<file path="src/rtl/ysyx_25040129_mem_arbiter_pkg.sv">
// ysyx_25040129_mem_arbiter_pkg: shared FSM/owner encodings and default widths for the memory arbiter
package ysyx_25040129_mem_arbiter_pkg;
    localparam int DEF_ADDR_W = 32;
    localparam int DEF_DATA_W = 32;
    localparam logic OWN_IFU = 1'b0;
    localparam logic OWN_LSU = 1'b1;
    typedef enum logic [1:0] {
        ST_IDLE = 2'd0,
        ST_REQ  = 2'd1,
        ST_RSP  = 2'd2
    } state_t;
endpackage

</file>
<file path="src/rtl/ysyx_25040129_arb_sel.sv">
// ysyx_25040129_arb_sel: two-master grant select; round-robin when YSYX_25040129_ARB_RR_EN is defined, else LSU fixed priority
module ysyx_25040129_arb_sel
    import ysyx_25040129_mem_arbiter_pkg::*;
(
    input  logic ifu_valid,
    input  logic lsu_valid,
    input  logic last_grant,
    output logic grant_valid,
    output logic grant
);
`ifdef YSYX_25040129_ARB_RR_EN
    // on a tie the master that did not win last time gets the grant
    always_comb begin
        grant_valid = ifu_valid | lsu_valid;
        grant       = (ifu_valid && lsu_valid) ? ~last_grant : (lsu_valid ? OWN_LSU : OWN_IFU);
    end
`else
    logic unused_last_grant;
    assign unused_last_grant = last_grant;
    // LSU always wins a tie
    always_comb begin
        grant_valid = ifu_valid | lsu_valid;
        grant       = lsu_valid ? OWN_LSU : OWN_IFU;
    end
`endif
endmodule

</file>
<file path="src/rtl/ysyx_25040129_mem_arbiter.sv">
// ysyx_25040129_mem_arbiter: IFU/LSU to single memory port arbiter, one outstanding transaction; YSYX_25040129_ARB_RR_EN selects round-robin
module ysyx_25040129_mem_arbiter
    import ysyx_25040129_mem_arbiter_pkg::*;
#(
    parameter int ADDR_W = DEF_ADDR_W,
    parameter int DATA_W = DEF_DATA_W
) (
    input  logic                clk,
    input  logic                rst_n,
    input  logic                ifu_req_valid,
    output logic                ifu_req_ready,
    input  logic [ADDR_W-1:0]   ifu_addr,
    output logic                ifu_rsp_valid,
    input  logic                ifu_rsp_ready,
    output logic [DATA_W-1:0]   ifu_rdata,
    input  logic                lsu_req_valid,
    output logic                lsu_req_ready,
    input  logic [ADDR_W-1:0]   lsu_addr,
    input  logic                lsu_wen,
    input  logic [DATA_W-1:0]   lsu_wdata,
    input  logic [DATA_W/8-1:0] lsu_wmask,
    output logic                lsu_rsp_valid,
    input  logic                lsu_rsp_ready,
    output logic [DATA_W-1:0]   lsu_rdata,
    output logic                mem_req_valid,
    input  logic                mem_req_ready,
    output logic [ADDR_W-1:0]   mem_addr,
    output logic                mem_wen,
    output logic [DATA_W-1:0]   mem_wdata,
    output logic [DATA_W/8-1:0] mem_wmask,
    input  logic                mem_rsp_valid,
    output logic                mem_rsp_ready,
    input  logic [DATA_W-1:0]   mem_rdata,
    output logic                owner,
    output logic [1:0]          state
);
    state_t              state_q, state_d;
    logic                owner_q, last_q;
    logic [ADDR_W-1:0]   addr_q;
    logic                wen_q;
    logic [DATA_W-1:0]   wdata_q;
    logic [DATA_W/8-1:0] wmask_q;
    logic                sel_valid, sel_grant;
    logic                idle, in_rsp, accept, rsp_done;

    ysyx_25040129_arb_sel u_sel (
        .ifu_valid   (ifu_req_valid),
        .lsu_valid   (lsu_req_valid),
        .last_grant  (last_q),
        .grant_valid (sel_valid),
        .grant       (sel_grant)
    );

    assign idle     = rst_n && state_q == ST_IDLE;
    assign in_rsp   = state_q == ST_RSP;
    assign accept   = idle && sel_valid;
    assign rsp_done = in_rsp && mem_rsp_valid && mem_rsp_ready;

    assign ifu_req_ready = accept && sel_grant == OWN_IFU;
    assign lsu_req_ready = accept && sel_grant == OWN_LSU;
    assign mem_req_valid = state_q == ST_REQ;
    assign mem_addr      = addr_q;
    assign mem_wen       = wen_q;
    assign mem_wdata     = wdata_q;
    assign mem_wmask     = wmask_q;
    assign mem_rsp_ready = in_rsp && (owner_q == OWN_LSU ? lsu_rsp_ready : ifu_rsp_ready);
    assign ifu_rsp_valid = in_rsp && owner_q == OWN_IFU && mem_rsp_valid;
    assign lsu_rsp_valid = in_rsp && owner_q == OWN_LSU && mem_rsp_valid;
    assign ifu_rdata     = owner_q == OWN_IFU ? mem_rdata : '0;
    assign lsu_rdata     = owner_q == OWN_LSU ? mem_rdata : '0;
    assign owner         = owner_q;
    assign state         = state_q;

    // FSM state register
    always_ff @(posedge clk or negedge rst_n) begin
        if (!rst_n) state_q <= ST_IDLE;
        else        state_q <= state_d;
    end

    // next state: accept -> issue to memory -> wait for response; stray encodings recover to IDLE
    always_comb begin
        state_d = state_q;
        case (state_q)
            ST_IDLE: state_d = sel_valid ? ST_REQ : ST_IDLE;
            ST_REQ:  state_d = mem_req_ready ? ST_RSP : ST_REQ;
            ST_RSP:  state_d = rsp_done ? ST_IDLE : ST_RSP;
            default: state_d = ST_IDLE;
        endcase
    end

    // capture the granted request (IFU reads carry no write data) and remember the last winner
    always_ff @(posedge clk or negedge rst_n) begin
        if (!rst_n) begin
            owner_q <= OWN_IFU;
            last_q  <= OWN_LSU;
            addr_q  <= '0;
            wen_q   <= 1'b0;
            wdata_q <= '0;
            wmask_q <= '0;
        end else begin
            if (accept) begin
                owner_q <= sel_grant;
                addr_q  <= sel_grant == OWN_LSU ? lsu_addr : ifu_addr;
                wen_q   <= sel_grant == OWN_LSU && lsu_wen;
                wdata_q <= sel_grant == OWN_LSU ? lsu_wdata : '0;
                wmask_q <= sel_grant == OWN_LSU ? lsu_wmask : '0;
            end
            if (rsp_done) last_q <= owner_q;
        end
    end
endmodule

</file>
<file path="config.mk">
export PLATFORM = sky130hd
export DESIGN_NAME = ysyx_25040129_mem_arbiter
export DESIGN_NICKNAME = d
export VERILOG_FILES = /design/src/rtl/ysyx_25040129_mem_arbiter_pkg.sv /design/src/rtl/ysyx_25040129_arb_sel.sv /design/src/rtl/ysyx_25040129_mem_arbiter.sv
export SDC_FILE = /design/constraint.sdc
export NUM_CORES = 1
export LEC_CHECK = 0
export CELL_PAD_IN_SITES_DETAIL_PLACEMENT = 0
export CELL_PAD_IN_SITES_GLOBAL_PLACEMENT = 1
export CORE_MARGIN = 2
export CORE_UTILIZATION = 24
export CTS_BUF_LIST = sky130_fd_sc_hd__clkbuf_4
export DETAILED_ROUTE_END_ITERATION = 12
export PLACE_DENSITY_LB_ADDON = 0.2
export SETUP_SLACK_MARGIN = 0.4
export SLEW_MARGIN = 20
export SYNTH_ARGS = -nofsm -noshare
export SYNTH_HDL_FRONTEND = slang
export SYNTH_HIERARCHICAL = 1
export SYNTH_SLANG_ARGS = --single-unit
</file>
<file path="constraint.sdc">
create_clock -name clk -period 2.4 [get_ports clk]
set_clock_uncertainty 0.1 [all_clocks]
set_input_delay 0.72 -clock clk [delete_from_list [all_inputs] [get_ports clk]]
set_output_delay 0.72 -clock clk [all_outputs]
set_load 0.02 [all_outputs]
</file>
---- After elaboration in Yosys (flattened, before gate mapping) ----
Index checks and enable logic that the tools add are counted.
storage, ports and cells
  input bits .............................. 141
  logic and storage cells ................. 35
  output and inout port bits .............. 142
  bits in registers ....................... 72
operators by class
  muxes and demuxes ....................... 11
  reduce and logical (&&, ||, !) cells .... 13
  equality and inequality tests ........... 2
  bitwise operators ....................... 3
operators with widths
  operator            count
  $mux 32             4
  $logic_and 1x1->1   12
  $pmux 2 s3          1
  $mux 2              2
  $mux 4              1
  $mux 1              3
  $eq 2x1->1 const B  1
  $eq 2x2->1 const B  1
  $logic_not 2->1     1
  $not 1->1           2
  $or 1x1->1          1

---- Logic depth before layout (Yosys ltp) ----
Gate-level depths: netlist of the first run.
  depth in word-level cells ............... 5
  depth in mapped cells ................... 6
  depth with buffers taken out ............ 4

---- Hierarchy ----
Netlist of the first run, hierarchy kept.
by module, submodules not included
  module                     cells an instance  times used  seq. area each (um^2)  area an instance (um^2)
  ysyx_25040129_mem_arbiter  394                1           1828.0                 3721.1
  ysyx_25040129_arb_sel      2                  1           0.0                    13.8

---- Worst setup path before layout of the first run ----
No wires, ideal clock.
  kind .................................... input to output
  from .................................... in lsu_req_valid
  to ...................................... out ifu_req_ready
  cell stages on the path ................. 5
  arrival ................................. 1600 ps
  required time ........................... 1580 ps
  slack ................................... -20 ps
  buffers on the path ..................... 2
  path through ............................ or2_1 nand4bb_4 buf_6 buf_2 nor2_1
on the way
  word-level cells in the longest chain between the ends .. 3
  elaborated cells between the ends (all ways) .. 5
  those cells by class .................... mux (1); bitwise (2); reduce/logical (2)
ends and longest elaborated chain
  element                                                line                                                              source
  start: declaration                                     ysyx_25040129_mem_arbiter.sv:16                                   input logic lsu_req_valid,
  $or 1x1->1 / $mux 1 (equally long branches)            ysyx_25040129_arb_sel.sv:22, ysyx_25040129_arb_sel.sv:23
  $logic_and 1x1->1 / $not 1->1 (equally long branches)  ysyx_25040129_mem_arbiter.sv:56, ysyx_25040129_mem_arbiter.sv:59
  $logic_and 1x1->1 (*)                                  ysyx_25040129_mem_arbiter.sv:59                                   assign ifu_req_ready = accept && sel_grant == OWN_IFU;
  end: declaration                                       ysyx_25040129_mem_arbiter.sv:11                                   output logic ifu_req_ready,
Every way passes the cells marked *; elsewhere a longest branch is shown, timed or not.

---- Worst setup path after layout of the first run ----
  from .................................... in ifu_req_valid
  to ...................................... out lsu_req_ready
on the way
  word-level cells in the longest chain between the ends .. 3
ends and longest elaborated chain
  element             line                             source
  start: declaration  ysyx_25040129_mem_arbiter.sv:10  input logic ifu_req_valid,
  $or 1x1->1          ysyx_25040129_arb_sel.sv:22      grant_valid = ifu_valid | lsu_valid;
  net sel_valid       ysyx_25040129_mem_arbiter.sv:43  logic sel_valid, sel_grant;
  $logic_and 1x1->1   ysyx_25040129_mem_arbiter.sv:56  assign accept = idle && sel_valid;
  $logic_and 1x1->1   ysyx_25040129_mem_arbiter.sv:60  assign lsu_req_ready = accept && sel_grant == OWN_LSU;
  end: declaration    ysyx_25040129_mem_arbiter.sv:17  output logic lsu_req_ready,
The timed path passes the listed nets, and every way through them passes these cells.

==> results of run 1 <==
## metal layers
metal	GRT usage, %	vias to the layer above
met3	5.01	6
met2	28.0	146
met4	4.85	0
li1	-	1831
met1	18.1	1648
met5	0	-
## what timing repair did
action | in CTS | in global routing
hold buffers | 0 | 0
pin swaps | 5 | 1
buffers inserted | 1 | 1
endpoints found under the setup margin | 142 | 134
gates resized for setup | 539 | 73
## cell type report
type / instances / area, µm²
fill: 1617 / 8850
timing repair buffer: 298 / 2420
sequential: 72 / 1800
multi-input combinational: 288 / 1700
tap: 188 / 235
clock buffer: 10 / 75.1
clock inverter: 6 / 45.0
inverter: 2 / 7.51
antenna: 3 / 7.51
## worst max-delay path by stage
| stage | slack, ns | endpoint |
|---|---|---|
| global route | 0.03 | lsu_req_ready |
| detailed placement | -0.69 | lsu_req_ready |
| floorplan | 0.18 | ifu_req_ready |
| global placement | -0.68 | lsu_req_ready |
| finish | 0.04 | lsu_req_ready |
| CTS | 0.04 | lsu_req_ready |
## state kept, by name, indices dropped and copies added, names as in the netlist
name       cells
owner          1
state          2
mem_wen        1
mem_wmask      4
mem_addr      32
mem_wdata     32
## through the flow
stage | hold slack, ns | area [µm²]
finish | 0.376 | 6300
global route | 0.404 | 6300
CTS | 0.385 | 6580
detailed placement | 0.355 | 6660
global placement | 0.351 | 6660
floorplan | 0.324 | 3720
## power by group
part	internal, W	leakage [nW]	switching [W]	total [W]
logic	0.00146	2.25	0.00226	0.00373
clock network	0.000229	0.0643	0.000458	0.000687
registers	0.00175	0.917	0.000304	0.00206
## tightest hold or removal path: stages, from the launching register on
cell,delay (ns)
sky130_fd_sc_hd__dfrtp_1,0.36
sky130_fd_sc_hd__nand2_1,0.05
sky130_fd_sc_hd__nand2_1,0.05
==> run metrics, run 1 <==
status=finished clean; maximum operating frequency=between 400 and 500 MHz; maximum single-stage delay on the critical path=roughly 0.24 ns; Critical Path End Type=output pin; Cell Pwr Density=1030 mW/mm²; clock-pin slew on the worst setup and hold paths=0.13 ns; depth of the CTS H-tree=3; launch point of the worst reg-to-reg path=state[0]; worst min-delay path startpoint=mem_wdata[21]; wire length of the first global-routing pass=19900 µm; routed wire length on met3=995 µm; final design utilization=41.6%; Top cell by count, worst path=sky130_fd_sc_hd__buf_6; PortBufs=282; TritonRoute pass-1 iters=4; cell area after synthesis=0.00370 mm²; overflow left after global routing=0; Hold Crit Depth=2; maximum VDD drop=0.000385 V; number of violations of the max-capacitance limit=0; CP startpoint kind=input port; drc violations=0; final net count=812; clock buffers created by TritonCTS=9; Max-slew headroom=a little under two fifths; synthesized area per cell=9.40 µm²; Area growth syn-to-layout=70.4%; die area=around 0.016 mm²; dpl ws=-0.693 ns; synthesized instance count=393; worst-skew pair later-pin latency=0.42 ns; slowest CP cell=sky130_fd_sc_hd__or2_4; mean number of vias per cell=4.19; share of cells above drive strength 1=30.3%; cell family contributing the most delay on the critical path=simple AND/OR/NAND/NOR gates; final cell count without fillers=867; Worst Hold Path EP=mem_wdata[21]; most common library cell in the layout ignoring fill and taps=sky130_fd_sc_hd__nand2_1; buffers plus inverters on the worst setup path=2; kind of path behind the tightest hold check=reg2reg; die span in y=128 µm; wire length per cell after detailed routing=15.0 µm; CP startpoint=ifu_req_valid; total track usage=around 16%; Worst Tran Pin Value=0.932 ns; placement row count=45; length of routed met2 wiring=6690 µm; capture instance of the worst register-to-register path=mem_wdata[3]; total number of vias=3631; part of the cycle the worst path needs=98.4%; drt initial violations=80; total power=0.00647 W; RSZ-0062 raised after global routing=yes; CTS root buf=sky130_fd_sc_hd__clkbuf_4; accumulated negative setup slack=0 ns; starting density of the core=roughly 24%; highest signal layer in the routed design=met4; worst-case clock buffer depth=2; Worst R2R Setup Slack=around 0.8 ns; maximum number of pins on one net before global-route repair=73; Yosys warning count=6; number of setup violations in the final report=0; worst endpoint data arrival time=1.54 ns; WP data required=1.58 ns; setup slack after layout=0.0374 ns; commonest cells after routing, fill and taps aside=sky130_fd_sc_hd__nand2_1, sky130_fd_sc_hd__clkdlybuf4s50_1, sky130_fd_sc_hd__dfrtp_1; clock tree from TritonCTS=built; ordered cell list for the critical path=buf_6 > or2_4 > and4bb_2 > and2_4 > buf_6; Max FO, Critical Path=2; overall die width=128 µm; HPWL after detailed placement=9900 µm; total number of clock tree sinks=72; area of the core region=0.0151 mm²; final hold violations=0; critical path depth in cells=5; ports placed on the boundary=283; cell count after placement=846; R2R cell count=4; Worst Setup Path Type=in2out; synthesized netlist net count=534; Final Critical Period=about 2.4 ns; number of global-route vias before repair=around 3.6k; initial antenna violation count=3; final count of pins violating max slew=0; total leakage power=about 3.2 nW; GPL Wtd Cong=between 0.7 and 0.8; aggregate routed wire length=13000 µm; wl on met1=between 5000 and 6000 µm; final antenna-violating net count=0
No activity file was read; power rests on OpenSTA's default activity.
==> run 2, diff against run 1 <==
--- a/config.mk
+++ b/config.mk
@@ -5,6 +5,7 @@
 export SDC_FILE = /design/constraint.sdc
 export NUM_CORES = 1
 export LEC_CHECK = 0
+export CAP_MARGIN = 20
 export CELL_PAD_IN_SITES_DETAIL_PLACEMENT = 0
 export CELL_PAD_IN_SITES_GLOBAL_PLACEMENT = 1
 export CORE_MARGIN = 2
==> results of run 2 <==
Final layout, timing and power as in run 1 (identical DEF).
